**config.mk**
```make
export PLATFORM = sky130hd
export DESIGN_NAME = scroll_seq_ctrl_flat
export DESIGN_NICKNAME = d
export VERILOG_FILES = /design/src/rtl/scroll_seq_ctrl_if.sv /design/src/rtl/scroll_seq_ctrl.sv /design/src/flat_wrapper.sv
export SDC_FILE = /design/constraint.sdc
export NUM_CORES = 1
export LEC_CHECK = 0
export ABC_AREA = 1
export CORE_MARGIN = 5
export CORE_UTILIZATION = 50
export CTS_CLUSTER_SIZE = 28
export DETAILED_ROUTE_END_ITERATION = 16
export DONT_BUFFER_PORTS = 1
export MAX_ROUTING_LAYER = met4
export PLACE_DENSITY_LB_ADDON = 0.1
export SETUP_SLACK_MARGIN = 0.15
export SLEW_MARGIN = 15
export SYNTH_ARGS = -nofsm -noshare
export SYNTH_HDL_FRONTEND = slang
export SYNTH_SLANG_ARGS = --single-unit
```
**constraint.sdc**
```tcl
create_clock -name CLOCK_50 -period 1.75 [get_ports CLOCK_50]
set_clock_uncertainty 0.05 [all_clocks]
set_input_delay 0.35 -clock CLOCK_50 [delete_from_list [all_inputs] [get_ports CLOCK_50]]
set_output_delay 0.35 -clock CLOCK_50 [all_outputs]
set_load 0.01 [all_outputs]
```
**src/rtl/scroll_seq_ctrl_if.sv**
```systemverilog
// Key/switch inputs and display-side outputs of the scroll sequencer.
// The master drives the keys and switches; the slave is the sequencer.
interface scroll_seq_ctrl_if;
  logic       START;
  logic       STOP;
  logic       PAUSE;
  logic       STEP_BTN;
  logic       DIR;
  logic       LOOP;
  logic [3:0] STEP;
  logic       STEP_TICK;
  logic       BUSY;
  logic       DONE;
  logic [1:0] STATE;

  modport master (
    output START, STOP, PAUSE, STEP_BTN, DIR, LOOP,
    input  STEP, STEP_TICK, BUSY, DONE, STATE
  );

  modport slave (
    input  START, STOP, PAUSE, STEP_BTN, DIR, LOOP,
    output STEP, STEP_TICK, BUSY, DONE, STATE
  );
endinterface

```
**src/rtl/scroll_seq_ctrl.sv**
```systemverilog
// Timed frame sequencer for the "HAPPY" scrolling display decoder.
// Walks STEP through frames 0..LAST (or LAST..0) once per DIV clocks,
// with start/stop/pause/single-step key pulses and loop/direction levels.
//
// state  | meaning
// -------+-----------------------------------------------------------
// IDLE   | stopped, STEP=0, waiting for START
// RUN    | prescaler counting, advance each time it wraps
// PAUSE  | prescaler frozen, STEP_BTN advances one frame
// FINISH | end frame reached without loop, STEP held, DONE=1
module scroll_seq_ctrl #(
  parameter int DIV   = 50000000,
  parameter int DIV_W = 26,
  parameter int LAST  = 9
) (
  input  logic               CLOCK_50,
  input  logic               RST_N,
  scroll_seq_ctrl_if.slave   bus
);

  typedef enum logic [1:0] {
    S_IDLE   = 2'd0,
    S_RUN    = 2'd1,
    S_PAUSE  = 2'd2,
    S_FINISH = 2'd3
  } state_t;

  localparam logic [3:0]       LAST_V    = 4'(LAST);
  localparam logic [DIV_W-1:0] PRESC_END = DIV_W'(DIV - 1);

  state_t           state_q, state_d;
  logic [3:0]       step_q, step_d;
  logic [DIV_W-1:0] presc_q, presc_d;
  logic             tick_q, tick_d;
  logic             busy_q, busy_d;
  logic             done_q, done_d;

  logic [3:0]       adv_step;
  logic             adv_finish;
  logic             take_adv;
  logic [3:0]       start_frame;

  // State and output registers; reset clears everything immediately.
  always_ff @(posedge CLOCK_50 or negedge RST_N) begin
    if (!RST_N) begin
      state_q <= S_IDLE;
      step_q  <= 4'd0;
      presc_q <= '0;
      tick_q  <= 1'b0;
      busy_q  <= 1'b0;
      done_q  <= 1'b0;
    end else begin
      state_q <= state_d;
      step_q  <= step_d;
      presc_q <= presc_d;
      tick_q  <= tick_d;
      busy_q  <= busy_d;
      done_q  <= done_d;
    end
  end

  // Frame that one advance would produce, with explicit end-of-range checks.
  always_comb begin
    adv_step   = step_q;
    adv_finish = 1'b0;
    if (!bus.DIR) begin
      if (step_q < LAST_V)  adv_step = step_q + 4'd1;
      else if (bus.LOOP)    adv_step = 4'd0;
      else                  adv_finish = 1'b1;
    end else begin
      if (step_q != 4'd0)   adv_step = step_q - 4'd1;
      else if (bus.LOOP)    adv_step = LAST_V;
      else                  adv_finish = 1'b1;
    end
  end

  // Next-state logic: STOP > START > PAUSE > STEP_BTN > prescaler tick.
  always_comb begin
    state_d     = state_q;
    step_d      = step_q;
    presc_d     = presc_q;
    tick_d      = 1'b0;
    take_adv    = 1'b0;
    start_frame = bus.DIR ? LAST_V : 4'd0;

    if (bus.STOP) begin
      state_d = S_IDLE;
      step_d  = 4'd0;
      presc_d = '0;
    end else if (bus.START) begin
      state_d = S_RUN;
      step_d  = start_frame;
      presc_d = '0;
    end else begin
      unique case (state_q)
        S_RUN: begin
          // A pause in the wrap cycle keeps the prescaler at its end value,
          // so the suppressed advance fires on the first cycle after resume.
          if (bus.PAUSE) begin
            state_d = S_PAUSE;
          end else if (presc_q == PRESC_END) begin
            presc_d  = '0;
            take_adv = 1'b1;
          end else begin
            presc_d = presc_q + DIV_W'(1);
          end
        end
        S_PAUSE: begin
          if (bus.PAUSE)         state_d  = S_RUN;
          else if (bus.STEP_BTN) take_adv = 1'b1;
        end
        default: ;
      endcase

      if (take_adv) begin
        if (adv_finish) begin
          state_d = S_FINISH;
        end else begin
          step_d = adv_step;
          tick_d = 1'b1;
        end
      end
    end
  end

  // Status flags follow the next state so they register alongside it.
  always_comb begin
    busy_d = (state_d == S_RUN) || (state_d == S_PAUSE);
    done_d = (state_d == S_FINISH);
  end

  assign bus.STEP      = step_q;
  assign bus.STEP_TICK = tick_q;
  assign bus.BUSY      = busy_q;
  assign bus.DONE      = done_q;
  assign bus.STATE     = state_q;

endmodule

```
**src/flat_wrapper.sv**
```systemverilog
// flat-port wrapper written by rule: the top's interface ports become plain ports
module scroll_seq_ctrl_flat 
#(
  parameter int DIV   = 50000000,
  parameter int DIV_W = 26,
  parameter int LAST  = 9
)
  (CLOCK_50, RST_N, bus_START, bus_STOP, bus_PAUSE, bus_STEP_BTN, bus_DIR, bus_LOOP, bus_STEP, bus_STEP_TICK, bus_BUSY, bus_DONE, bus_STATE);
  scroll_seq_ctrl_if bus_i ();
  input  logic CLOCK_50;
  input  logic RST_N;
  input wire logic [$bits(bus_i.START)-1:0] bus_START;
  input wire logic [$bits(bus_i.STOP)-1:0] bus_STOP;
  input wire logic [$bits(bus_i.PAUSE)-1:0] bus_PAUSE;
  input wire logic [$bits(bus_i.STEP_BTN)-1:0] bus_STEP_BTN;
  input wire logic [$bits(bus_i.DIR)-1:0] bus_DIR;
  input wire logic [$bits(bus_i.LOOP)-1:0] bus_LOOP;
  output wire logic [$bits(bus_i.STEP)-1:0] bus_STEP;
  output wire logic [$bits(bus_i.STEP_TICK)-1:0] bus_STEP_TICK;
  output wire logic [$bits(bus_i.BUSY)-1:0] bus_BUSY;
  output wire logic [$bits(bus_i.DONE)-1:0] bus_DONE;
  output wire logic [$bits(bus_i.STATE)-1:0] bus_STATE;
  assign bus_i.START = bus_START;
  assign bus_i.STOP = bus_STOP;
  assign bus_i.PAUSE = bus_PAUSE;
  assign bus_i.STEP_BTN = bus_STEP_BTN;
  assign bus_i.DIR = bus_DIR;
  assign bus_i.LOOP = bus_LOOP;
  assign bus_STEP = bus_i.STEP;
  assign bus_STEP_TICK = bus_i.STEP_TICK;
  assign bus_BUSY = bus_i.BUSY;
  assign bus_DONE = bus_i.DONE;
  assign bus_STATE = bus_i.STATE;
  scroll_seq_ctrl #(.DIV(DIV), .DIV_W(DIV_W), .LAST(LAST)) u_core (.CLOCK_50(CLOCK_50), .RST_N(RST_N), .bus(bus_i));
endmodule
```
==> metrics.cfg <==
[cts]
clk_pin_slew_worst_paths_ps=80
cts-buffers-inserted=5
tritoncts=done
cts.sinks=35
cts_root_buf=clkbuf_8
clockBufferDepth=2
cts_max_level=2
worstSkewPairLatency_ps=300

[timing]
tightest_slew_ps=352.2
finalCritPeriodShare_pct=103.1
max_freq_mhz=554.5
grt_setup_unrepaired=true
finalMaxSlewViolations=0
min_period_ps=1803
tns_ps=-73.91
hold_viol=0
slew_headroom_pct=76.47
setup_viol=2
fin_ws_ps=-53.42

[place]
dp.cells=384
routabilityCongestion=0.9619
place_area_sq_um=2589
hpwl_um=4201
io_buffers=0
dp_worst_setup_slack_ps=-114.6

[yosys]
synth_nets=306
synthArstFlopShare_pct=100.0
synth_top_area_share_pct=39.77
seq_area_frac_synth_pct=39.77
yosysMostFrequentCell=nand2_1
synthTopCellsByArea=dfrtp_1 (40%), nand2_1 (9.2%), nor2_1 (7.0%)
synth_seq_cells=35
syn_area_per_cell_sq_um=7.541
yosysWarnings=0
syn_area_sq_um=2202
synthTopCellsByCount=nand2_1 (54), nor2_1 (41), inv_1 (40)
synth.largest_area_cell=dfrtp_1
synth_edf_count=0
ys.flop_type=dfrtp_1
yosysUniqueCellTypes=34
synthCells=292

[final_layout]
drive_above_1_share_pct=32.96
register_area_sq_um=877.1
area_delta_synth_final_pct=38.18
layout.nets=368
final_area_sq_um=3043
final_util_pct=70.37
multi_input_area_sq_um=1358
final_cells=407
fill_cells=362
antenna_cells=0

[floorplan]
core_sq_um=4324
io_pins=17
fp.dieW_um=76.37
rows=24
dieArea_sq_um=5832
start_util_pct=50.93
die_h_um=76.37

[power_and_ir_drop]
switching_share_pct=26.27
pwr-share-comb_pct=13.5
intPower_mw=1.355
peakVddDrop_mv=0.3378
pwr-share-seq_pct=45.4
p_clk_share_pct=41.1
p_per_area_nw_per_um2=603.9
switching_power_uw=482.8
leakagePower_nw=1.454

[route]
drt_first_pass_iters=4
wl_um=5840
drc=0
via_per_inst=5.292
ant_nets=0
avgRoutedWirePerCell_um=14.35
drt-initial-drc-count=134
vias=2154

[worst_setup_path]
path_buf_inv=1
path_cells=inv_2 -> ha_4 -> nand2_4 -> nor2_4 -> nand2_1 -> a21o_1 -> nand3b_1 -> a21oi_2 -> ha_1
critPathSlowestCell=dfrtp_2
cp.arrival_ps=1940
crit_path_max_incr_delay_ps=410
worstPathRequired_ps=1890
critPathCaptureType=register
path_max_fanout=3
start_kind=register
worstSetupPathType=reg -> reg
crit_family=simple AND/OR/NAND/NOR gates

[global_route]
grt_pass1_vias=2112
grt_remaining_overflow=0
grt_pass1_wl_um=9722
antenna_found_initial=0
grt_max_degree=36
grt.total_usage_pct=20.93

[hold_path]
hold_path.class=in -> reg

[run_status]
outcome=finished, violations left
violations=negative setup slack

[flow_run]
maxCapViolations=0

==> per-layer routing <==
| metal | vias up | share of wire [%] | global-route usage (%) |
|---|---|---|---|
| li1 | 1079 | - | - |
| met1 | 1005 | 44 | 25.95 |
| met2 | 60 | 48 | 33.22 |
| met3 | 10 | 7.1 | 6.028 |
| met4 | 0 | 1.4 | 6.119 |
| met5 | - | 0 | - |
==> sequential cells by signal, indices dropped and copies added, names as in the netlist <==
signal                flops
u_core.bus.BUSY           1
u_core.bus.DONE           1
u_core.bus.STATE          2
u_core.bus.STEP           4
u_core.bus.STEP_TICK      1
u_core.presc_q           26
==> final cells by class <==
class / instances / share of cell area (%)
multi-input cells: 213 / 44.61
inverters: 41 / 5.304
clock buffers: 5 / 2.262
clock inverters: 3 / 1.439
flip-flops and latches: 35 / 28.82
repair buffers: 58 / 15.42
well taps: 52 / 2.138
==> placed cells by master, fill, tap and decap left out, types with 2 or more instances in the layout <==
master,count
nor2_2,4
buf_6,5
nor3_4,2
inv_2,4
o211ai_1,2
nand2_1,50
buf_4,51
nand2_4,4
nor2_4,10
xor2_1,9
o21ai_0,4
nor3_1,6
nand3b_1,3
o211a_1,2
dfrtp_1,34
inv_1,36
nand4_1,10
ha_1,3
a211oi_1,2
clkbuf_8,5
ha_4,2
a21oi_2,3
nand2_8,2
nand2_2,6
nor2_1,34
a21oi_1,9
nand3_2,5
o21ai_2,3
nand3_1,26
==> through the flow <==
| step | hold WS (ps) | total power, mW |
|---|---|---|
| after floorplan | 4.409 | 0.9670 |
| after CTS | 58.31 | 1.831 |
| after global placement | 5.297 | 1.035 |
| final | 59.49 | 1.838 |
| after detailed placement | 5.406 | 1.037 |
| after global routing | 41.71 | 1.917 |
==> worst register-to-register path, cell delays in order (launching register included) <==
cell and delay, ps:
dfrtp_2 410, inv_2 70, ha_4 140, nand2_4 60
nor2_4 80, nand2_1 70, a21o_1 160, nand3b_1 210
a21oi_2 200, ha_1 240
==> logic make-up after synthesis <==
kind of cell / after synthesis / synth area share, %
flops: 35 / 39.77
compound gates: 31 / 8.751
simple gates: 166 / 36.08
fa+ha+maj: 6 / 3.409
buf+inv: 44 / 8.011
xor+xnor: 10 / 3.978
==> power groups by stage <==
stage | Sequential (mW) | Combinational, mW | Clock [mW]
finish | 0.834 | 0.249 | 0.755
global route | 0.836 | 0.275 | 0.806
CTS | 0.834 | 0.242 | 0.755
detailed placement | 0.848 | 0.189 | 0
global placement | 0.848 | 0.186 | 0
floorplan | 0.855 | 0.112 | 0
==> repair_timing <==
action,CTS,global route
cloned,1,0
setup endpoints to repair,32,33
hold buffers,2,0
pin swaps,10,18
gates resized for setup,28,23
hold endpoints to repair,35,0
setup buffers,8,4
==> path summary, 6_finish.rpt <==
path	start	endpoint	slack, ps	cells after the start
setup / recovery	u_core.bus.STEP[0]	u_core.bus.BUSY	-50	9
hold / removal	bus_STOP	u_core.bus.STATE[0]	60	1
setup reg to reg	u_core.bus.STEP[0]	u_core.bus.BUSY	-50	9
hold reg to reg	u_core.presc_q[23]	u_core.presc_q[23]	510	2
max in group asynchronous	RST_N	u_core.bus.STEP[0]	970	2
min in group asynchronous	RST_N	u_core.presc_q[19]	470	2
Note: power is estimated with default switching activity, not from simulation.
==> patch: new RTL, config.mk and constraints unchanged <==
Make the reset (`RST_N`) synchronous in one clocked block.
--- a/src/rtl/scroll_seq_ctrl.sv
+++ b/src/rtl/scroll_seq_ctrl.sv
@@ -41,7 +41,7 @@
   logic [3:0]       start_frame;
 
   // State and output registers; reset clears everything immediately.
-  always_ff @(posedge CLOCK_50 or negedge RST_N) begin
+  always_ff @(posedge CLOCK_50) begin
     if (!RST_N) begin
       state_q <= S_IDLE;
       step_q  <= 4'd0;
Behaviour: differs if RST_N is asserted again (counterexample within 4 cycles, from zero or initial values and one cycle with RST_N low); with RST_N held inactive, the same outputs for 10 cycles.
==> patch against the unedited design <==
- the run still ends with setup timing left
- final area down 5.8%
- sequential share of layout area shrank 4.0 points
- synthesized area shrank 10%
- setup slack got worse by 0.064 ns
- die area down 8.7%
- global-route usage rose by 2.2 points
- via count up 2.2%
- sequential cell count is the same
- wire length down 2.0%
- critical endpoint is now u_core.bus.BUSY
- largest cell class unchanged
- highest routed layer unchanged
Power is not compared: it rests on default switching activity, and its combinational part moved more than twofold at a synthesized area within 25%.
==> patch: results (changes against the unedited design) <==
* Status: finished, violations left
* Failing checks: setup timing
* Post-synthesis sequential element count at 35 (unchanged)
* Layout net count at 384 (+4.3%)
* Synth Warn # at 0 (unchanged)
* Pre-antenna DRT Iters at 5 (+1)
* Longest Clk Path Bufs at 2 (unchanged)
* Diodes inserted at 0 (unchanged)
* Fillers at 308 (-15%)
* Ys flop type: dfxtp_1
* PortBufs at 0 (unchanged)
* Dpl hpwl at 3760 um (-10%)
* Tightest Hold Check Type: in2reg
* Setup TNS Final at -0.293 ns (-0.219 ns)
* Post-Place Cells at 391 (+1.8%)
* Largest net degree at the start of global routing at 12 (-67%)
* Global-route wire length before repair at 9290 um (-4.5%)
* Total number of vias at 2202 (+2.2%)
* Synth Area per Inst at 6.63 um^2 (-12%)
* Syn Nets at 313 (+2.3%)
* Critical Path AT at 2.01 ns (+0.07 ns)
* Post-synth ARST share at 0 (-1.00)
* Most frequent cells after synthesis: 69 x nand2_1, 46 x nor2_1, 38 x inv_1
* Vias per Instance at 5.26 (-0.70%)
* Area contributors post-synth: dfxtp_1 35%, nand2_1 13%, nor2_1 8.7%
* Final setup margin at -0.117 ns (-0.0637 ns)
* Biggest register: u_core.presc_q
* Global Route Usage Sum at 0.232 (+0.0224)
* Relative slew margins at 0.730 (-0.0352)
* Peak VDD IR at ~390 uV
* RD Place Congestion at 0.951 (-1.1%)
* Initial Utilization at 0.529 (+0.0202)
* Clock latency on the worst-skew pair at ~0.29 ns
* Worst-path fanout max at 3 (unchanged)
* Layout cells sized above 1 at 0.372 (+0.0424)
* Hold Buf Count CTS at 0 (-2)
* Max FFs per register at 26 (unchanged)
* Post-synthesis sequential area ratio at 0.354 (-0.0442)
* Final WL at 5730 um (-2.0%)
* Htree depth at 2 (unchanged)
* Setup violations, final at 12 (+10)
* Number of global-route vias before repair at 2039 (-3.5%)
* DRT iter0 DRCs at 136 (+1.5%)
* Yosys cell types at 28 (-18%)
==> patch: changes by cell type in the layout (fill, tap and decap cells not counted), sizes merged, moves of 7 or more <==
cell | unedited run | this run
dfrtp | 35 | 0
a21oi | 12 | 19
nand2 | 62 | 75
dfxtp | 0 | 35
buf | 57 | 66
nand3 | 32 | 17
==> patch: per-stage QoR <==
stage | cell area, um^2 | setup slack, ns
after floorplan | 2000 | -0.0256
after global placement | 2390 | -0.0749
after detailed placement | 2390 | -0.105
after CTS | 2690 | -0.0180
after global routing | 2870 | -0.244
final | 2870 | -0.117
==> patch: power by group through the flow <==
stage	registers, uW	logic (uW)	clock network [uW]
CTS	807	108	601
floorplan	828	59.0	0
detailed placement	824	96.2	0
finish	807	123	587
global placement	824	95.2	0
global route	807	136	642
==> patch: cell families (layout without fill, tap and decap cells) <==
kind of cell	count (synthesis)	after routing	synth area share
AO/OA/AOI/OAI	37	37	0.103
XOR/XNOR	6	6	0.0265
buffers and inverters	44	116	0.0884
adder cells (fa/ha/maj)	6	6	0.0379
flip-flops	35	35	0.354
AND/OR/NAND/NOR	171	171	0.391
==> patch: area by class of cell <==
| cell class | count | area [um^2] | share of cell area |
|---|---|---|---|
| clock buffers | 6 | 72.6 | 0.0253 |
| clock inverters | 2 | 12.5 | 0.00436 |
| inverters | 41 | 158 | 0.0550 |
| multi-input cells | 220 | 1300 | 0.454 |
| flip-flops and latches | 35 | 712 | 0.248 |
| well taps | 48 | 60.1 | 0.0210 |
| repair buffers | 66 | 544 | 0.190 |
| repair inverters | 1 | 7.51 | 0.00262 |
==> patch: what timing repair did <==
item | in CTS | in global routing
pin swaps | 20 | 19
buffers inserted | 12 | 7
endpoints found under the setup margin | 17 | 33
resized for setup | 32 | 33
cloned | 1 | 0
==> patch: worst paths after layout <==
check | startpoint | endpoint | cells past startpoint | slack [ns]
setup / recovery | u_core.presc_q[1] | u_core.bus.BUSY | 12 | -0.12
hold / removal | RST_N | u_core.bus.BUSY | 2 | 0.11
setup reg to reg | u_core.presc_q[1] | u_core.bus.BUSY | 12 | -0.12
hold reg to reg | u_core.presc_q[11] | u_core.presc_q[11] | 2 | 0.44
==> patch: routing by layer <==
metal,global-route usage,share of wire,up-vias
met2,0.356,0.47,78
met3,0.0510,0.062,15
met1,0.305,0.45,995
met4,0.0697,0.023,0
li1,-,-,1114
met5,-,0,-
==> patch: worst max-delay path, stage by stage, from the launching register on <==
cell and delay (ns):
dfxtp_2 0.36, ha_4 0.15, nand3_4 0.08, inv_2 0.06, nand2_1 0.04, nor2_1 0.12, nand2_2 0.09, nand2_2 0.09
nand4_1 0.17, a31oi_1 0.22, ha_1 0.25, nand2_1 0.06, inv_1 0.03
